`src/rtl/operand_entry.sv`:
```
// Calculator front-panel controller: debounced buttons drive operand editing, a 5-state FSM and the ALU start pulse.
// Optional auto-repeat on held up/down is enabled by defining OPERAND_ENTRY_AUTOREPEAT_EN.
module operand_entry #(
  parameter int DEBOUNCE_CYCLES = 250000,
  parameter int REPEAT_DELAY    = 50000000,
  parameter int REPEAT_PERIOD   = 10000000
) (
  input  logic        clk,
  input  logic        reset,
  input  logic        btn_up,
  input  logic        btn_down,
  input  logic        btn_left,
  input  logic        btn_right,
  input  logic        btn_center,
  input  logic        result_valid,
  output logic [15:0] operandA,
  output logic [15:0] operandB,
  output logic [1:0]  chosen_operand,
  output logic [1:0]  display_mode,
  output logic [1:0]  digit_sel,
  output logic        start,
  output logic        busy
);

  localparam int NB = 5;
  localparam int CW = $clog2(DEBOUNCE_CYCLES + 1);
  // Bit index doubles as priority: lowest index wins.
  localparam int B_CENTER = 0;
  localparam int B_UP     = 1;
  localparam int B_DOWN   = 2;
  localparam int B_LEFT   = 3;
  localparam int B_RIGHT  = 4;

  typedef enum logic [2:0] {IDLE, ENTER_A, ENTER_B, COMPUTE, SHOW_RESULT} state_t;

  state_t          state, state_nx;
  logic [NB-1:0]   raw, sync1, sync2, level, level_q, press, rpt_vec, events, win;
  logic [CW-1:0]   db_cnt [NB];

  assign raw = {btn_right, btn_left, btn_down, btn_up, btn_center};

  always_ff @(posedge clk or posedge reset) begin
    if (reset) begin
      sync1   <= '0;
      sync2   <= '0;
      level   <= '0;
      level_q <= '0;
      for (int i = 0; i < NB; i++) db_cnt[i] <= '0;
    end else begin
      sync1   <= raw;
      sync2   <= sync1;
      level_q <= level;
      for (int i = 0; i < NB; i++) begin
        if (sync2[i] == level[i]) begin
          db_cnt[i] <= '0;
        end else if (db_cnt[i] == CW'(DEBOUNCE_CYCLES - 1)) begin
          level[i]  <= sync2[i];
          db_cnt[i] <= '0;
        end else begin
          db_cnt[i] <= db_cnt[i] + CW'(1);
        end
      end
    end
  end

  assign press  = level & ~level_q;
  assign events = press | rpt_vec;
  assign win    = events & (~events + 5'd1);

`ifdef OPERAND_ENTRY_AUTOREPEAT_EN
  localparam int RMAX = (REPEAT_DELAY > REPEAT_PERIOD) ? REPEAT_DELAY : REPEAT_PERIOD;
  localparam int RW   = $clog2(RMAX + 1);
  logic [RW-1:0] rpt_cnt;
  logic          rpt_armed, held, rpt_fire;

  assign held     = level[B_UP] | level[B_DOWN];
  // Count starts at the press cycle; reload to 1 so later repeats land exactly REPEAT_PERIOD apart.
  assign rpt_fire = held && (rpt_cnt == (rpt_armed ? RW'(REPEAT_PERIOD) : RW'(REPEAT_DELAY)));
  assign rpt_vec  = !rpt_fire     ? '0 :
                    level[B_UP]   ? NB'(1 << B_UP) : NB'(1 << B_DOWN);

  always_ff @(posedge clk or posedge reset) begin
    if (reset) begin
      rpt_cnt   <= '0;
      rpt_armed <= 1'b0;
    end else if (!held || state_nx != state) begin
      rpt_cnt   <= '0;
      rpt_armed <= 1'b0;
    end else if (rpt_fire) begin
      rpt_cnt   <= RW'(1);
      rpt_armed <= 1'b1;
    end else begin
      rpt_cnt   <= rpt_cnt + RW'(1);
    end
  end
`else
  logic unused_repeat_cfg;
  assign unused_repeat_cfg = (REPEAT_DELAY > REPEAT_PERIOD);
  assign rpt_vec = '0;
`endif

  always_ff @(posedge clk or posedge reset) begin
    if (reset) state <= IDLE;
    else       state <= state_nx;
  end

  // NOTE: every output of this block gets a default first so no path leaves a latch.
  always_comb begin
    state_nx       = state;
    display_mode   = 2'b00;
    chosen_operand = 2'b00;
    busy           = 1'b0;
    unique case (state)
      IDLE: if (win[B_CENTER]) state_nx = ENTER_A;
      ENTER_A: begin
        display_mode   = 2'b01;
        chosen_operand = 2'b01;
        if (win[B_CENTER]) state_nx = ENTER_B;
      end
      ENTER_B: begin
        display_mode   = 2'b01;
        chosen_operand = 2'b10;
        if (win[B_CENTER]) state_nx = COMPUTE;
      end
      COMPUTE: begin
        display_mode   = 2'b01;
        chosen_operand = 2'b10;
        busy           = 1'b1;
        if (result_valid) state_nx = SHOW_RESULT;
      end
      SHOW_RESULT: begin
        display_mode = 2'b10;
        if (win[B_CENTER]) state_nx = ENTER_A;
      end
      default: state_nx = IDLE;
    endcase
  end

  function automatic logic [15:0] step_nibble(input logic [15:0] v, input logic [1:0] d,
                                              input logic down);
    logic [15:0] r;
    r = v;
    r[{d, 2'b00} +: 4] = down ? v[{d, 2'b00} +: 4] - 4'd1 : v[{d, 2'b00} +: 4] + 4'd1;
    return r;
  endfunction

  always_ff @(posedge clk or posedge reset) begin
    if (reset) begin
      operandA  <= '0;
      operandB  <= '0;
      digit_sel <= '0;
      start     <= 1'b0;
    end else begin
      start <= (state == ENTER_B) && win[B_CENTER];
      if (state == SHOW_RESULT && win[B_CENTER]) begin
        operandA  <= '0;
        operandB  <= '0;
        digit_sel <= '0;
      end else if (state == ENTER_A && win[B_CENTER]) begin
        digit_sel <= '0;
      end else if (state == ENTER_A || state == ENTER_B) begin
        if (win[B_UP] || win[B_DOWN]) begin
          if (state == ENTER_A) operandA <= step_nibble(operandA, digit_sel, win[B_DOWN]);
          else                  operandB <= step_nibble(operandB, digit_sel, win[B_DOWN]);
        end else if (win[B_LEFT]) begin
          digit_sel <= digit_sel + 2'd1;
        end else if (win[B_RIGHT]) begin
          digit_sel <= digit_sel - 2'd1;
        end
      end
    end
  end

endmodule

```
`config.mk`:
```
export PLATFORM = sky130hd
export DESIGN_NAME = operand_entry
export DESIGN_NICKNAME = d
export VERILOG_FILES = /design/src/rtl/operand_entry.sv
export SDC_FILE = /design/constraint.sdc
export NUM_CORES = 1
export LEC_CHECK = 0
export ABC_CLOCK_PERIOD_IN_PS = 9740
export CORE_MARGIN = 2
export CORE_UTILIZATION = 64
export CTS_CLUSTER_DIAMETER = 40
export DETAILED_ROUTE_END_ITERATION = 10
export GPL_ROUTABILITY_DRIVEN = 0
export PLACE_DENSITY = 0.86
export SLEW_MARGIN = 10
export SYNTH_ARGS = -nofsm -noshare
export SYNTH_HDL_FRONTEND = slang
export SYNTH_SLANG_ARGS = --single-unit
```
`constraint.sdc`:
```
create_clock -name clk -period 9.74 [get_ports clk]
set_input_delay 2.922 -clock clk [delete_from_list [all_inputs] [get_ports clk]]
set_output_delay 2.922 -clock clk [all_outputs]
set_load 0.02 [all_outputs]
```
Yosys cells after proc, flatten, opt, wreduce, memory -nomap -nowiden:

Cells that the tools add are included.

* flip-flop bits (word level): 148
* input port bits: 8
* output and inout port bits: 40
* word-level logic and storage cells: 127

* $add $sub $neg: 13
* equal/unequal tests: 21
* shifts and indexed selects: 5
* multiplexer cells: 38
* bitwise operators: 9
* reduce and logical (&&, ||, !) cells: 23

Operators with widths (number)
* $mux W18: 10
* $mux W16: 10
* $add A18 B1 Y18 const B: 5
* $eq A18 B18 Y1 const B: 5
* $bwmux W16: 2
* $shiftx A16 B5 Y4: 2
* $shiftx A4 B6 Y16: 2
* $shift A4 B6 Y16 const A: 1
* $mux W2: 6
* $mux W3: 4
* $pmux W3 S4: 1
* $reduce_and A4 Y1: 3
* $and A5 B5 Y5: 2
* $ne A2 B2 Y1 const B: 5
* $not A5 Y5: 2
* $reduce_and A2 Y1: 5
* $add A4 B1 Y4 const B: 2
* $mux W4: 2
* $pmux W2 S2: 2
* $sub A4 B1 Y4 const B: 2
* $eq A3 B2 Y1 const B: 2
* $neg A4 Y6: 1
* $reduce_bool A2 Y1: 3
* $add A5 B1 Y5 const B: 1
* 17 further kinds: 29

Depth between registers and ports, before layout:

Gate-level depths: netlist (run 1).

* word-level depth: 13
* depth in mapped cells: 8
* mapped depth without buffers: 7

Worst setup path before layout (run 1):

Ideal clock, no wire load.

* kind: register -> output
* start: reg state[1]
* end: out display_mode[1]
* arrival time: 1.167 ns
* data required time: 6.818 ns
* slack: 5.651 ns
* cell stages (with the launch flop): 3
* cells stage by stage: dfrtp_1 -> clkbuf_1 -> nor3_1

* cells in the longest elaborated chain, start to end: 3
* elaborated cells on any way between the ends: 6
* classes of those cells: 4 x eq/ne; 1 x mux; 1 x reduce/logical

RTL lines
* from (decl): RTL line 36 `state_t state, state_nx;`
* from (signal assigned): RTL line 104 `else state <= state_nx;`
* $eq A3 B2 Y1 or $eq A3 B1 Y1 (tied branches): RTL line 113 `unique case (state)`
* $reduce_or A3 Y1 (no source line)
* $pmux W2 S2 (*): RTL line 113
* to (decl): RTL line 19 `output logic [1:0] display_mode,`

Mark *: on every way between the ends. The rest lies on a longest branch, timed or not.

Final worst setup path (run 1):

* start: reg state[1]
* end: out busy

* cells in the longest elaborated chain, start to end: 2

RTL lines
* $eq A3 B2 Y1: RTL line 113
* $mux W1: RTL line 113
* to (decl): RTL line 22 `output logic busy`

Every way passes these cells.

==> out/qor_table.md, run 1 <==
| Metric | This run | Unit |
| --- | --- | --- |
| Detailed placer's ending HPWL | 9550 | um |
| CTS Buffer Depth | 2 | - |
| Remaining antenna violation count after routing | 0 | - |
| Leakage component of the power | 3.57 | nW |
| DRC Markers | 0 | - |
| Core footprint | 0.0108 | sq mm |
| GRT Residual Overflow | 0 | - |
| Net count after synthesis | 681 | - |
| Final setup viols | 0 | - |
| Sequential power share | 46.0 | % |
| Gate count of the mapped netlist | 658 | - |
| Post-Place Cells | 828 | - |
| Number of input and output port buffers inserted | 47 | - |
| DIE AREA | 0.0119 | sq mm |
| Min Tclk post-route | 5160 | ps |
| Run status | finished clean | - |
| Pin count of the biggest net entering global routing | 80 | - |
| Total count of max-transition violations in the final report | 0 | - |
| Critical path startpoint category | flip-flop | - |
| CP max FO | 12 | - |
| Most frequent cells in the layout | 148 x sky130_fd_sc_hd__dfrtp_1, 116 x sky130_fd_sc_hd__nor2_1, 48 x sky130_fd_sc_hd__xor2_1 | - |
| Setup Slack @ Placement | 4820 | ps |
| Num rows | 38 | - |
| Internal power contribution | 1.08 | mW |
| Chip width | 109 | um |
| Source-to-sink clock delay at the later pin of the worst-skew pair | 540 | ps |
| Dominant cell type by area after synthesis | sky130_fd_sc_hd__dfrtp_1 | - |
| Placed Instance Area | 0.00764 | sq mm |
| Fraction of final layout cells sized beyond drive strength 1 | 8.34 | % |
| Accumulated negative setup slack | 0 | ps |
| EDFF count, synth | 0 | - |
| Violation count after the first detailed-route iteration | 427 | - |
| Total wire length after detailed routing | 15,200 | um |
| Sw power | 0.287 | mW |
| Total I/O pin count | 48 | - |
| Worst min path class | flip-flop to flip-flop | - |
| Worst relative slew slack | 36.4 | % |
| Number of distinct library cell variants in the gate-level netlist after synthesis | 45 | - |
| CP Capture Type | output port | - |
| First-pass GRT wire length | 25,500 | um |
| Hold-critical path depth | 0 | - |
| Depth of the most critical reg-to-reg path | 6 | - |
| Layout area overhead | 16.8 | % |
| Area used by sequential logic in the layout | 0.00370 | sq mm |
| Measured slew at the worst slew-check pin | 954 | ps |
| Vias post-DR | 5,189 | - |
| # H-tree levels | 4 | - |
| Clock tree from TritonCTS | built | - |
| Post-layout net count | 730 | - |
| Post-synth ARST share | 100 | % |
| Fraction of synthesized cell area taken by the top area cell type | 52.2 | % |
| First-pass iteration count of the detailed router | 5 | - |
| Antenna diode count | 0 | - |
| Synth Warn # | 0 | - |
| Non-filler cells in the finished layout | 859 | - |
| Post-cts repair resize count | 0 | - |
| Final critical-path share of the clock period | 53.0 | % |
| Pwr/cell area | 165 | mW/mm^2 |
| WP data arrival | 2240 | ps |
| Fmax achieved | 194 | MHz |
| Clock slew at the register clock pins of the worst setup and hold paths | 60 | ps |
| Number of antenna violations at the first check in global routing | 0 | - |
| Number of hold buffers added after CTS | 0 | - |
| Design Power | 1.37 | mW |
| Mean area per synthesized cell | 10.8 | sq um |
| Fill cell instance count of the final layout | 671 | - |
| Starting utilization of the core area | 65.4 | % |
| Average wire per standard cell | 17.7 | um |
| Area taken by multi-input logic gates | 0.00321 | sq mm |
| Final setup margin | 4580 | ps |
| Fraction of the yosys area taken by sequential cells | 52.2 | % |
| Unrepaired setup endpoints after global routing | no | - |
| Clock sink count | 148 | - |
| Hold Fails Final Rpt | 0 | - |
| Via density per instance | 6.04 | - |
| Worst setup path category | flip-flop to output port | - |
| Die Y-Extent | 109 | um |
| Clock tree skew after final layout | 6.88 | ps |
| Flops & latches, synth | 148 | - |
| Buffer type at the clock tree root | sky130_fd_sc_hd__clkbuf_8 | - |
| Buffer count from post-CTS setup fixing | 0 | - |
| Post-layout instance area | 0.00828 | sq mm |
| Most common cell after layout, fill and taps aside | sky130_fd_sc_hd__dfrtp_1 | - |
| Cts bufs inserted | 17 | - |
| Data required, critical path | 6820 | ps |
| Cell types with the largest area share after synthesis | sky130_fd_sc_hd__dfrtp_1 52%, sky130_fd_sc_hd__nor2_1 6.1%, sky130_fd_sc_hd__xor2_1 5.9% | - |
| Via count of the first global-routing pass | 5,261 | - |
| Reported max-cap violation count | 0 | - |
| Predominant post-synthesis flop cell | sky130_fd_sc_hd__dfrtp_1 | - |
| Worst supply voltage drop on vdd | 98.9 | uV |
| Global router's overall resource usage | 27.6 | % |
| Share of total power in the clock network | 51.7 | % |
| Switching Share | 21.0 | % |
| Part of the total power dissipated in combinational logic | 2.3 | % |
| Post-synthesis instance area | 0.00709 | sq mm |
[registers in the layout (all words and copies together) (netlist names)]
| signal | flops |
|---|---|
| sync1 | 5 |
| operandB | 16 |
| start | 1 |
| level | 5 |
| level_q | 5 |
| digit_sel | 2 |
| state | 3 |
| sync2 | 5 |
| operandA | 16 |
| db_cnt | 90 |
[power by group through the flow]
stage,logic (mW),clock network [mW],registers [mW]
CTS,0.0330,0.709,0.628
finish,0.0319,0.706,0.628
global route,0.0372,0.737,0.628
global placement,0.0304,0,0.638
detailed placement,0.0323,0,0.639
floorplan,0.0241,0,0.637
[cell type report]
| class | count | share of cell area (%) |
|---|---|---|
| inverters | 18 | 0.877 |
| multi-input cells | 474 | 38.8 |
| well taps | 140 | 2.12 |
| clock buffers | 18 | 5.17 |
| flip-flops and latches | 148 | 44.7 |
| repair buffers | 48 | 5.77 |
| clock inverters | 13 | 2.51 |
[layer usage]
metal	vias up	track usage, %	wire length, um
met5	-	0	0
met4	0	12.0	388
met3	39	5.20	650
met2	181	45.2	7640
met1	2594	36.0	6550
li1	2375	-	-
[worst paths after layout]
path / start / end / slack, ps
max: state[1] / busy / 4580
min: sync1[2] / sync2[2] / 350
max reg2reg: digit_sel[0] / operandB[3] / 6900
min reg2reg: sync1[2] / sync2[2] / 350
max in group asynchronous: reset / operandB[7] / 5490
min in group asynchronous: reset / db_cnt[36] / 2860
[synth_stat cells (all sizes together) (5+ instances only)]
cell / number
mux4: 8
nand2: 39
nor2: 116
xnor2: 47
nor2b: 6
and3: 19
xor2: 48
and4: 16
ha: 13
o21ai: 6
nor3: 14
mux2: 5
nand3: 32
a21oi: 10
inv: 18
dfrtp: 148
nand2b: 10
nor4: 8
o2bb2ai: 32
nand4: 12
buf: 15
[worst max-delay path, cell delays in order (launching register included)]
cell	delay, ps
sky130_fd_sc_hd__dfrtp_1	590
sky130_fd_sc_hd__nand2_1	200
sky130_fd_sc_hd__inv_2	140
sky130_fd_sc_hd__and2_1	160
sky130_fd_sc_hd__clkdlybuf4s50_1	610
[per-stage QoR]
stage	util, %	hold slack, ps
6_report	76.4	352
5_1_grt	76.4	374
4_1_cts	76.4	354
3_5_place_dp	70.5	335
3_3_place_gp	70.5	334
2_1_floorplan	-	331
[logic make-up (layout without fill, tap and decap cells)]
logic type                 Yosys count  count (layout)  synth area share (%)
and+or+nand+nor                    299             299                  21.8
DFF                                148             148                  52.2
xor gates and xnor gates            95              95                  11.7
AOI/OAI and AO/OA                   52              52                  5.61
buffers and inverters               36              97                  2.44
adders and majority gates           15              15                  2.86
muxes                               13              13                  3.34
No activity file was read; power rests on OpenSTA's default activity.
==> run 2: changes to the inputs <==
--- a/config.mk
+++ b/config.mk
@@ -5,13 +5,13 @@
 export SDC_FILE = /design/constraint.sdc
 export NUM_CORES = 1
 export LEC_CHECK = 0
-export ABC_CLOCK_PERIOD_IN_PS = 9740
+export ABC_CLOCK_PERIOD_IN_PS = 4800
 export CORE_MARGIN = 2
-export CORE_UTILIZATION = 64
+export CORE_UTILIZATION = 59
 export CTS_CLUSTER_DIAMETER = 40
 export DETAILED_ROUTE_END_ITERATION = 10
 export GPL_ROUTABILITY_DRIVEN = 0
-export PLACE_DENSITY = 0.86
+export PLACE_DENSITY = 0.8
 export SLEW_MARGIN = 10
 export SYNTH_ARGS = -nofsm -noshare
 export SYNTH_HDL_FRONTEND = slang
==> constraint.sdc (replaced) <==
create_clock -name clk -period 4.8 [get_ports clk]
set_input_delay 1.44 -clock clk [delete_from_list [all_inputs] [get_ports clk]]
set_output_delay 1.44 -clock clk [all_outputs]
set_load 0.02 [all_outputs]
==> run 2 against run 1 <==
  * Critical path depth is 3 lower
  * Final area hardly changed
  * Utilization is 6.6 points lower
  * Combinational power is 99% higher
  * Final cell count is 0.93% higher
  * Global-route usage is 3.9 points lower
  * Via count is 2.5% lower
  * Clock power is 95% higher
  * Power is 99% higher
  * Highest routed layer unchanged
  * Clock skew is 4.6 ps higher
==> out/qor_table.md, run 2 (synthesis gave the netlist of run 1 again) <==
| Metric | This run | Unit | Change |
| --- | --- | --- | --- |
| Run status | finished clean | - | unchanged |
| Post-cts repair resize count | 0 | - | unchanged |
| Critical path's top delay family | flip-flops | - | was buffers and inverters |
| Hold Path End | sync2[4] | - | was sync2[2] |
| Data required, critical path | 3360 | ps | was 6820 ps |
| CTS Buffer Depth | 2 | - | unchanged |
| Worst relative slew slack | 39.1 | % | was 36.4% |
| Total count of max-transition violations in the final report | 0 | - | unchanged |
| Via count of the first global-routing pass | 5,050 | - | was 5,261 |
| Clock tree skew after final layout | 11.5 | ps | was 6.88 ps |
| Clock slew at the register clock pins of the worst setup and hold paths | 60 | ps | about the same |
| Reg2Reg Capture Point | operandA[14] | - | was operandB[3] |
| Fraction of final layout cells sized beyond drive strength 1 | 8.47 | % | was 8.34% |
| # H-tree levels | 4 | - | unchanged |
| CP Capture Type | output port | - | unchanged |
| Slowest cell delay on critical path | 940 | ps | was 610 ps |
| Placed Instance Area | 0.00766 | sq mm | was 0.00764 sq mm |
| Average wire per standard cell | 16.3 | um | was 17.7 um |
| Total wire length after detailed routing | 14,200 | um | was 15,200 um |
| First-pass GRT wire length | 24,000 | um | was 25,500 um |
| Flip-flop count of the largest register after layout | 90 | - | unchanged |
| Critical path buffers and inverters | 1 | - | was 2 |
| Num rows | 40 | - | was 38 |
| Buffer count from post-CTS setup fixing | 0 | - | unchanged |
| Remaining antenna violation count after routing | 0 | - | unchanged |
| Source-to-sink clock delay at the later pin of the worst-skew pair | 430 | ps | was 540 ps |
| Post-layout instance area | 0.00828 | sq mm | about the same |
| Post-layout net count | 730 | - | unchanged |
| Slowest-stage cell, CP | sky130_fd_sc_hd__dfrtp_1 | - | was sky130_fd_sc_hd__clkdlybuf4s50_1 |
| Core footprint | 0.0119 | sq mm | was 0.0108 sq mm |
| First-pass iteration count of the detailed router | 6 | - | was 5 |
| Number of input and output port buffers inserted | 47 | - | unchanged |
| Violation count after the first detailed-route iteration | 423 | - | was 427 |
| Starting utilization of the core area | 59.8 | % | was 65.4% |
| Critical path startpoint category | flip-flop | - | unchanged |
| Unrepaired setup endpoints after global routing | no | - | unchanged |
| Leakage component of the power | 3.55 | nW | was 3.57 nW |
| Clock tree from TritonCTS | built | - | unchanged |
| Fmax achieved | 281 | MHz |  |
| GRT Residual Overflow | 0 | - | unchanged |
| Worst setup path category | flip-flop to output port | - | unchanged |
| Worst Min Path Start | sync1[4] | - | was sync1[2] |
| DRC Markers | 0 | - | unchanged |
| Accumulated negative setup slack | 0 | ps | unchanged |
| Final setup viols | 0 | - | unchanged |
| Global router's overall resource usage | 23.7 | % | was 27.6% |
| Die Y-Extent | 114 | um | was 109 um |
| Depth of the most critical reg-to-reg path | 4 | - | was 6 |
| Hold Fails Final Rpt | 0 | - | unchanged |
| Total I/O pin count | 48 | - | unchanged |
| Antenna diode count | 0 | - | unchanged |
| Fill cell instance count of the final layout | 886 | - | was 671 |
| Layout area overhead | 16.8 | % | about the same |
| Worst min path class | flip-flop to flip-flop | - | unchanged |
| Chip width | 114 | um | was 109 um |
| Vias post-DR | 5,061 | - | was 5,189 |
| Reported max-cap violation count | 0 | - | unchanged |
| Measured slew at the worst slew-check pin | 913 | ps | was 954 ps |
| Most frequent cells in the layout | 148 x sky130_fd_sc_hd__dfrtp_1, 116 x sky130_fd_sc_hd__nor2_1, 48 x sky130_fd_sc_hd__xor2_1 | - | unchanged |
| Utilization after layout | 69.8 | % | was 76.4% |
| Clock sink count | 148 | - | unchanged |
| Hold-critical path depth | 0 | - | unchanged |
| Setup slack, reg-to-reg | 2100 | ps | was 6900 ps |
| CP max FO | 19 | - | was 12 |
| R2R Path Start | digit_sel[0] | - | unchanged |
| Detailed placer's ending HPWL | 9760 | um | was 9550 um |
| Cells along the critical path | clkdlybuf4s50_1 | - | was nand2_1 -> inv_2 -> and2_1 -> clkdlybuf4s50_1 |
| Area used by sequential logic in the layout | 0.00370 | sq mm | unchanged |
| Number of hold buffers added after CTS | 0 | - | unchanged |
| Pwr/cell area | 328 | mW/mm^2 | was 165 mW/mm^2 |
| DIE AREA | 0.0129 | sq mm | was 0.0119 sq mm |
| Most common cell after layout, fill and taps aside | sky130_fd_sc_hd__dfrtp_1 | - | unchanged |
| WP data arrival | 2120 | ps | was 2240 ps |
| Number of antenna violations at the first check in global routing | 0 | - | unchanged |
| Min Tclk post-route | 3560 | ps |  |
| Leading registers by flop count | db_cnt: 90 flops, operandA: 16 flops, operandB: 16 flops | - | unchanged |
| Pin count of the biggest net entering global routing | 149 | - | was 80 |
| Final critical-path share of the clock period | 74.1 | % |  |
| Area taken by multi-input logic gates | 0.00321 | sq mm | unchanged |
| Via density per instance | 5.84 | - | was 6.04 |
| Buffer type at the clock tree root | sky130_fd_sc_hd__clkbuf_16 | - | was sky130_fd_sc_hd__clkbuf_8 |
| Register containing the most flip-flops in the final layout | db_cnt | - | unchanged |
| Worst supply voltage drop on vdd | 244 | uV | was 98.9 uV |
| Cts bufs inserted | 17 | - | unchanged |
[run 2: cell types whose count changed in the layout (fill, tap and decap cells not counted), sizes merged]
cell      before  now
clkinvlp       1    6
clkbuf        18   20
clkinv         7    3
bufinv         5    3
[run 2: how the worst max path moves through the flow]
stage / from / endpoint / slack [ps] / cells past startpoint
3_5_place_dp: digit_sel[0] / digit_sel[0] / 1670 / 1
5_1_grt: digit_sel[0] / digit_sel[0] / 1100 / 1
6_report: digit_sel[0] / digit_sel[0] / 1240 / 1
3_3_place_gp: digit_sel[0] / digit_sel[0] / 1720 / 1
2_1_floorplan: reset / db_cnt[0] / 1500 / 1
4_1_cts: digit_sel[0] / digit_sel[0] / 1210 / 1
[run 2: routing by layer]
layer | vias up | wire length [um] | global-route usage, %
met4 | 0 | 283 | 8.78
met3 | 29 | 598 | 6.54
li1 | 2380 | - | -
met2 | 130 | 7160 | 38.6
met1 | 2522 | 6130 | 30.7
met5 | - | 0 | 0
[run 2: layout make-up]
cell class,count,share of cell area (%)
sequential,148,44.7
multi-input combinational,474,38.8
timing repair buffer,48,5.92
clock buffer,20,5.64
tap,147,2.22
clock inverter,12,1.83
inverter,18,0.861
[run 2: per-stage QoR]
stage,cells,total power [mW],setup WS (ps),hold slack (ps)
2_1_floorplan,658,1.34,1500,331
3_3_place_gp,835,1.36,1720,334
3_5_place_dp,835,1.36,1670,336
4_1_cts,867,2.74,1210,350
5_1_grt,867,2.81,1100,356
6_report,867,2.72,1240,349
[run 2: where the power goes]
group          switching (mW)  total (mW)  internal, mW
Combinational          0.0446      0.0634        0.0187
Clock                   0.522        1.38         0.857
Sequential             0.0113        1.27          1.26
